File: src/rtl/gate_cmp_pkg.sv
// Shared types and constants for the gate test response checker.
// FSM state encoding, MISR constants and the mismatch record layout.
package gate_cmp_pkg;

   localparam int NOUT_DEF  = 22;
   localparam int IDXW_DEF  = 6;
   localparam int DEPTH_DEF = 4;
   localparam int CNTW_DEF  = 16;

   localparam logic [31:0] MISR_POLY = 32'h04C1_1DB7;
   localparam logic [31:0] MISR_SEED = 32'hFFFF_FFFF;

   typedef enum logic [1:0] {
      IDLE = 2'd0,
      RUN  = 2'd1,
      DONE = 2'd2
   } state_e;

   typedef struct packed {
      logic [IDXW_DEF-1:0] idx;
      logic [NOUT_DEF-1:0] diff;
   } rec_t;

   // One MISR clock: shift with polynomial feedback, then fold in the data word.
   function automatic logic [31:0] misr_step(input logic [31:0] s, input logic [31:0] d);
      misr_step = {s[30:0], 1'b0} ^ (s[31] ? MISR_POLY : 32'h0000_0000) ^ d;
   endfunction

endpackage

File: src/rtl/gate_cmp_capture_if.sv
// Vector handshake and mismatch read port between sequencer, checker and host.
interface gate_cmp_capture_if #(
   parameter int NOUT = 22,
   parameter int IDXW = 6
);
   logic            vec_valid;
   logic            vec_ready;
   logic            vec_last;
   logic [IDXW-1:0] vec_idx;
   logic [NOUT-1:0] spec_bits;
   logic [NOUT-1:0] impl_bits;
   logic            rd_valid;
   logic            rd_ready;
   logic [IDXW-1:0] rd_idx;
   logic [NOUT-1:0] rd_diff;

   modport master (
      output vec_valid, vec_last, vec_idx, spec_bits, impl_bits, rd_ready,
      input  vec_ready, rd_valid, rd_idx, rd_diff
   );

   modport slave (
      input  vec_valid, vec_last, vec_idx, spec_bits, impl_bits, rd_ready,
      output vec_ready, rd_valid, rd_idx, rd_diff
   );
endinterface

File: src/rtl/gate_cmp_fifo.sv
// Synchronous FIFO with extra-MSB pointers; head data reads as zero while empty.
module gate_cmp_fifo #(
   parameter int W     = 28,
   parameter int DEPTH = 4
) (
   input  logic         clk,
   input  logic         rst,
   input  logic         clr,
   input  logic         push,
   input  logic         pop,
   input  logic [W-1:0] din,
   output logic [W-1:0] dout,
   output logic         full,
   output logic         empty
);
   localparam int AW = $clog2(DEPTH);

   logic [AW:0]  wr_q, wr_d, rd_q, rd_d;
   logic [W-1:0] mem_q [DEPTH];
   logic [W-1:0] mem_d [DEPTH];
   logic         do_push, do_pop;

   // Status flags and head word.
   always_comb begin
      empty = (wr_q == rd_q);
      full  = (wr_q[AW] != rd_q[AW]) && (wr_q[AW-1:0] == rd_q[AW-1:0]);
      dout  = empty ? '0 : mem_q[rd_q[AW-1:0]];
   end

   // A push into a full FIFO succeeds only when a pop frees the slot in the same cycle.
   always_comb begin
      do_pop  = pop && !empty;
      do_push = push && (!full || do_pop);
      mem_d   = mem_q;
      if (clr) begin
         wr_d = '0;
         rd_d = '0;
      end else begin
         wr_d = do_push ? wr_q + (AW+1)'(1) : wr_q;
         rd_d = do_pop  ? rd_q + (AW+1)'(1) : rd_q;
         if (do_push) begin
            mem_d[wr_q[AW-1:0]] = din;
         end else begin
            mem_d = mem_q;
         end
      end
   end

   // Pointer and storage registers.
   always_ff @(posedge clk) begin
      if (rst) begin
         wr_q  <= '0;
         rd_q  <= '0;
         mem_q <= '{default: '0};
      end else begin
         wr_q  <= wr_d;
         rd_q  <= rd_d;
         mem_q <= mem_d;
      end
   end
endmodule

File: src/rtl/gate_cmp_capture.sv
// Response checker: compares spec/impl words, counts vectors and mismatches, queues mismatch records.
// Build option GATE_CMP_SIGNATURE_EN adds a 32-bit MISR signature over impl_bits on port sig.
module gate_cmp_capture
   import gate_cmp_pkg::*;
#(
   parameter int NOUT  = NOUT_DEF,
   parameter int IDXW  = IDXW_DEF,
   parameter int DEPTH = DEPTH_DEF,
   parameter int CNTW  = CNTW_DEF
) (
   input  logic            clk,
   input  logic            rst,
   input  logic            start,
   gate_cmp_capture_if.slave bus,
   output logic [CNTW-1:0] vec_cnt,
   output logic [CNTW-1:0] err_cnt,
   output logic            overflow,
   output logic            done
`ifdef GATE_CMP_SIGNATURE_EN
   ,
   output logic [31:0]     sig
`endif
);
   localparam int RW = IDXW + NOUT;

   state_e          state_q, state_d;
   logic [CNTW-1:0] vec_cnt_q, vec_cnt_d, err_cnt_q, err_cnt_d;
   logic            overflow_q, overflow_d;
   logic            accept, clr, mism, pop, fifo_full, fifo_empty;
   logic [NOUT-1:0] diff;
   logic [RW-1:0]   head;

   // Handshake decode; start is only honoured outside RUN.
   always_comb begin
      accept = bus.vec_valid && (state_q == RUN);
      clr    = start && (state_q != RUN);
      diff   = bus.spec_bits ^ bus.impl_bits;
      mism   = accept && (diff != '0);
      pop    = bus.rd_ready && !fifo_empty;
   end

   // Next-state logic for the FSM, counters and the sticky overflow.
   always_comb begin
      case (state_q)
         IDLE:    if (start) state_d = RUN; else state_d = IDLE;
         RUN:     if (accept && bus.vec_last) state_d = DONE; else state_d = RUN;
         DONE:    if (start) state_d = RUN; else state_d = DONE;
         default: state_d = IDLE;
      endcase
      if (clr) begin
         vec_cnt_d  = '0;
         err_cnt_d  = '0;
         overflow_d = 1'b0;
      end else begin
         vec_cnt_d = accept ? vec_cnt_q + CNTW'(1) : vec_cnt_q;
         if (mism && (err_cnt_q != '1)) begin
            err_cnt_d = err_cnt_q + CNTW'(1);
         end else begin
            err_cnt_d = err_cnt_q;
         end
         overflow_d = overflow_q || (mism && fifo_full && !pop);
      end
   end

   // FSM and counter registers.
   always_ff @(posedge clk) begin
      if (rst) begin
         state_q    <= IDLE;
         vec_cnt_q  <= '0;
         err_cnt_q  <= '0;
         overflow_q <= 1'b0;
      end else begin
         state_q    <= state_d;
         vec_cnt_q  <= vec_cnt_d;
         err_cnt_q  <= err_cnt_d;
         overflow_q <= overflow_d;
      end
   end

   gate_cmp_fifo #(
      .W     (RW),
      .DEPTH (DEPTH)
   ) u_fifo (
      .clk   (clk),
      .rst   (rst),
      .clr   (clr),
      .push  (mism),
      .pop   (pop),
      .din   ({bus.vec_idx, diff}),
      .dout  (head),
      .full  (fifo_full),
      .empty (fifo_empty)
   );

   assign bus.vec_ready = (state_q == RUN);
   assign bus.rd_valid  = !fifo_empty;
   assign bus.rd_idx    = head[RW-1:NOUT];
   assign bus.rd_diff   = head[NOUT-1:0];
   assign vec_cnt       = vec_cnt_q;
   assign err_cnt       = err_cnt_q;
   assign overflow      = overflow_q;
   assign done          = (state_q == DONE);

`ifdef GATE_CMP_SIGNATURE_EN
   logic [31:0] sig_q, sig_d;

   // Signature reseeds with the counters and advances on every accepted vector.
   always_comb begin
      if (clr) begin
         sig_d = MISR_SEED;
      end else if (accept) begin
         sig_d = misr_step(sig_q, 32'(bus.impl_bits));
      end else begin
         sig_d = sig_q;
      end
   end

   // Signature register.
   always_ff @(posedge clk) begin
      if (rst) begin
         sig_q <= MISR_SEED;
      end else begin
         sig_q <= sig_d;
      end
   end

   assign sig = sig_q;
`endif
endmodule
File: src/flat_wrapper.sv
// flat-port wrapper written by rule: the top's interface ports become plain ports
module gate_cmp_capture_flat import gate_cmp_pkg::*;
#(
   parameter int NOUT  = NOUT_DEF,
   parameter int IDXW  = IDXW_DEF,
   parameter int DEPTH = DEPTH_DEF,
   parameter int CNTW  = CNTW_DEF
)
  (clk, rst, start, vec_cnt, err_cnt, overflow, done, bus_vec_valid, bus_vec_last, bus_vec_idx, bus_spec_bits, bus_impl_bits, bus_rd_ready, bus_vec_ready, bus_rd_valid, bus_rd_idx, bus_rd_diff);
  gate_cmp_capture_if #(.NOUT(NOUT), .IDXW(IDXW)) bus_i ();
  input  logic clk;
  input  logic rst;
  input  logic start;
  output logic [CNTW-1:0] vec_cnt;
  output logic [CNTW-1:0] err_cnt;
  output logic overflow;
  output logic done;
  input wire logic [$bits(bus_i.vec_valid)-1:0] bus_vec_valid;
  input wire logic [$bits(bus_i.vec_last)-1:0] bus_vec_last;
  input wire logic [$bits(bus_i.vec_idx)-1:0] bus_vec_idx;
  input wire logic [$bits(bus_i.spec_bits)-1:0] bus_spec_bits;
  input wire logic [$bits(bus_i.impl_bits)-1:0] bus_impl_bits;
  input wire logic [$bits(bus_i.rd_ready)-1:0] bus_rd_ready;
  output wire logic [$bits(bus_i.vec_ready)-1:0] bus_vec_ready;
  output wire logic [$bits(bus_i.rd_valid)-1:0] bus_rd_valid;
  output wire logic [$bits(bus_i.rd_idx)-1:0] bus_rd_idx;
  output wire logic [$bits(bus_i.rd_diff)-1:0] bus_rd_diff;
  assign bus_i.vec_valid = bus_vec_valid;
  assign bus_i.vec_last = bus_vec_last;
  assign bus_i.vec_idx = bus_vec_idx;
  assign bus_i.spec_bits = bus_spec_bits;
  assign bus_i.impl_bits = bus_impl_bits;
  assign bus_i.rd_ready = bus_rd_ready;
  assign bus_vec_ready = bus_i.vec_ready;
  assign bus_rd_valid = bus_i.rd_valid;
  assign bus_rd_idx = bus_i.rd_idx;
  assign bus_rd_diff = bus_i.rd_diff;
  gate_cmp_capture #(.NOUT(NOUT), .IDXW(IDXW), .DEPTH(DEPTH), .CNTW(CNTW)) u_core (.clk(clk), .rst(rst), .start(start), .bus(bus_i), .vec_cnt(vec_cnt), .err_cnt(err_cnt), .overflow(overflow), .done(done));
endmodule
File: config.mk
export PLATFORM = sky130hd
export DESIGN_NAME = gate_cmp_capture_flat
export DESIGN_NICKNAME = d
export VERILOG_FILES = /design/src/rtl/gate_cmp_pkg.sv /design/src/rtl/gate_cmp_capture_if.sv /design/src/rtl/gate_cmp_fifo.sv /design/src/rtl/gate_cmp_capture.sv /design/src/flat_wrapper.sv
export SDC_FILE = /design/constraint.sdc
export NUM_CORES = 1
export LEC_CHECK = 0
export BUFFER_PORTS_ARGS = -buffer_cell sky130_fd_sc_hd__clkbuf_2
export CORE_UTILIZATION = 40
export CTS_BUF_LIST = sky130_fd_sc_hd__clkbuf_16
export CTS_CLUSTER_DIAMETER = 150
export DETAILED_ROUTE_END_ITERATION = 16
export GPL_ROUTABILITY_DRIVEN = 0
export PLACE_DENSITY = 0.61
export SKIP_CTS_REPAIR_TIMING = 1
export SYNTH_ARGS = -nofsm -noshare
export SYNTH_HDL_FRONTEND = slang
export SYNTH_SLANG_ARGS = --single-unit
File: constraint.sdc
create_clock -name clk -period 3.05 [get_ports clk]
set_input_delay 0.61 -clock clk [delete_from_list [all_inputs] [get_ports clk]]
set_output_delay 0.61 -clock clk [all_outputs]
set_load 0.03 [all_outputs]
==> summary.txt <==
Status -> completed
Hold Slack -> 0.484 ns
First-pass GRT wire length -> 27.7 mm
Top post-synthesis cells by area -> dfxtp_1 (45%), a211oi_1 (9.6%), mux4_2 (9.2%), nor2_1 (7.9%), xnor2_1 (3.9%)
CP startpoint -> u_core.u_fifo.rd_q[0]
# IOs -> 120
Syn nets -> 771
NumNets Final -> 893
Routed via count -> 5,656
Final setup violation count -> 0
WP data arrival -> 2.19 ns
Max cap viols -> 0
Number of antenna violations at the first check in global routing -> 0
Setup repair after global routing missed its margin -> false
CTS Sinks -> 153
Leak -> 3.03 nW
Syn Inst Count -> 708
Synthesis-stage register bit count -> 153
Yosys top cell area share -> 0.445
GR Util All Layers -> 0.196
Post-DRT Antenna Nets -> 0
Synth area leader -> dfxtp_1
Clock root cell -> clkbuf_16
Most frequent cells in the layout -> dfxtp_1 (151), nor2_1 (144), clkbuf_2 (118)
Crit path max fanout -> 28
DRT Wirelength -> 16.7 mm
Iteration count of the initial detailed-routing pass -> 4
Die span in x -> 133 um
Final Non-Filler Cells -> 1,063
Synthesized area per cell -> 9.71 um2
Inst Count DP -> 1,031
Share of flip-flops with an asynchronous set or reset -> 0
Critical Path RT -> 2.44 ns
Clk_lat worst skew -> 0.42 ns
Pwr Density -> 514 nW/um2
Crit Reg-Reg Startpoint -> u_core.err_cnt[0]
DR WL/cell -> 15.7 um
Layout cells sized above 1 -> 0.260
Core Rows -> 47
HP Start -> bus_vec_idx[4]
Synthesis-to-finish area growth -> 21.9%
Clock buffer depth -> 2
Antenna fix cells -> 0
Slew Limit Fails -> 0
GR Overflow Total -> 0
Num CTS Buffers -> 17
Relative slew slack -> 0.191
Crit. End Element -> output pin
CTS clk-pin slew, worst paths -> 0.06 ns
# DRC -> 0
Worst-Margin Slew -> 1.21 ns
Yosys Warn Count -> 0
Die area -> 17,700 um2
Period utilization -> 0.917
Worst hold path class -> in2reg
Maximum vdd drop -> 0.375 mV
Skew final -> 0.0115 ns
Finished Core Util -> 0.502
Port bufs -> 119
Sequential-to-total area share from yosys stat -> 0.445
Post-synth cell types -> 43
Setup_tns -> 0 ns
Worst setup SP type -> register
Final min period -> 2.80 ns
Pin count of the biggest net entering global routing -> 115
Cell area after synthesis -> 6880 um2
Post-DP HPWL -> 11.3 mm
CTS H-tree depth -> 4
Final Hold Vio Count -> 0
Kind of critical path -> reg2out
CTS tree -> yes
Most common cell after layout, fill and taps aside -> dfxtp_1
Number of synthesized flops with an enable pin -> 0
Core area -> 16,700 um2
Avg Vias per Cell -> 5.32
Initial Util -> 0.412
Number of global-route vias before repair -> 5,668
Die Height -> 133 um
Initial DRC count -> 302
Dominant register cell in the synthesized netlist -> dfxtp_1
Maximum clock rate -> 358 MHz
[per-layer routing]
metal	GRT usage	vias to the layer above	wire length, um
li1	-	2804	-
met1	0.243	2696	7490
met2	0.336	145	8210
met3	0.0438	11	811
met4	0.0694	0	160
met5	0	-	0
[synth_stat cells (all sizes together) (9+ instances only)]
cell    instances
dfxtp         153
nor2          145
a211oi         88
xnor2          31
and2           30
mux4           28
buf            26
mux2i          26
clkbuf         24
nand2          22
a21oi          19
nand3          16
nand4          15
or4            12
xor2           12
or3             9
[critical path, stage by stage (launching register included)]
cell,delay (ns)
dfxtp_2,0.37
buf_4,0.46
mux4_2,0.59
and2_1,0.17
clkbuf_2,0.18
[final timing paths]
kind         slack [ns]                       to  depth (start not counted)
min reg2reg        0.49  u_core.u_fifo.mem_q[55]                          2
max reg2reg        0.77       u_core.err_cnt[13]                          7
min                0.48  u_core.u_fifo.mem_q[26]                          3
max                0.25          bus_rd_diff[21]                          4
[state kept, by name, indices dropped and copies added, names as in the netlist]
signal / cells
u_core.overflow: 1
u_core.err_cnt: 16
u_core.u_fifo.wr_q: 3
u_core.state_q: 2
u_core.vec_cnt: 16
u_core.u_fifo.mem_q: 112
u_core.u_fifo.rd_q: 3
[stage by stage]
stage	instance area, um2	setup slack (ns)	power [W]
6_report	8380	0.254	0.00431
5_1_grt	8380	0.141	0.00449
4_1_cts	8380	0.202	0.00436
3_5_place_dp	7850	0.340	0.00245
3_3_place_gp	7850	0.390	0.00244
2_1_floorplan	6880	0.640	0.00229
[cell families (layout without fill, tap and decap cells)]
family / after synthesis / in the layout / share of synthesized area
adders and majority gates: 7 / 7 / 0.0127
AOI/OAI and AO/OA: 131 / 131 / 0.137
muxes: 54 / 54 / 0.130
DFF: 153 / 153 / 0.445
and+or+nand+nor: 263 / 263 / 0.182
xor gates and xnor gates: 43 / 43 / 0.0548
buffers and inverters: 57 / 192 / 0.0389
[final cells by class]
| type | instances | area [um2] |
|---|---|---|
| Clock buffer | 17 | 425 |
| Clock inverter | 15 | 111 |
| Fill cell | 1586 | 8320 |
| Inverter | 7 | 26.3 |
| Multi-Input combinational cell | 498 | 3580 |
| Sequential cell | 153 | 3070 |
| Tap cell | 220 | 275 |
| Timing Repair Buffer | 153 | 903 |
[report_power, final]
| group | leakage [nW] | internal, W | switching [W] |
|---|---|---|---|
| Sequential | 1.24 | 0.00203 | 0.0000172 |
| Combinational | 1.53 | 0.000154 | 0.000209 |
| Clock | 0.269 | 0.00111 | 0.000800 |
| Total | 3.03 | 0.00329 | 0.00103 |
Power figures use the tool's default switching activity.
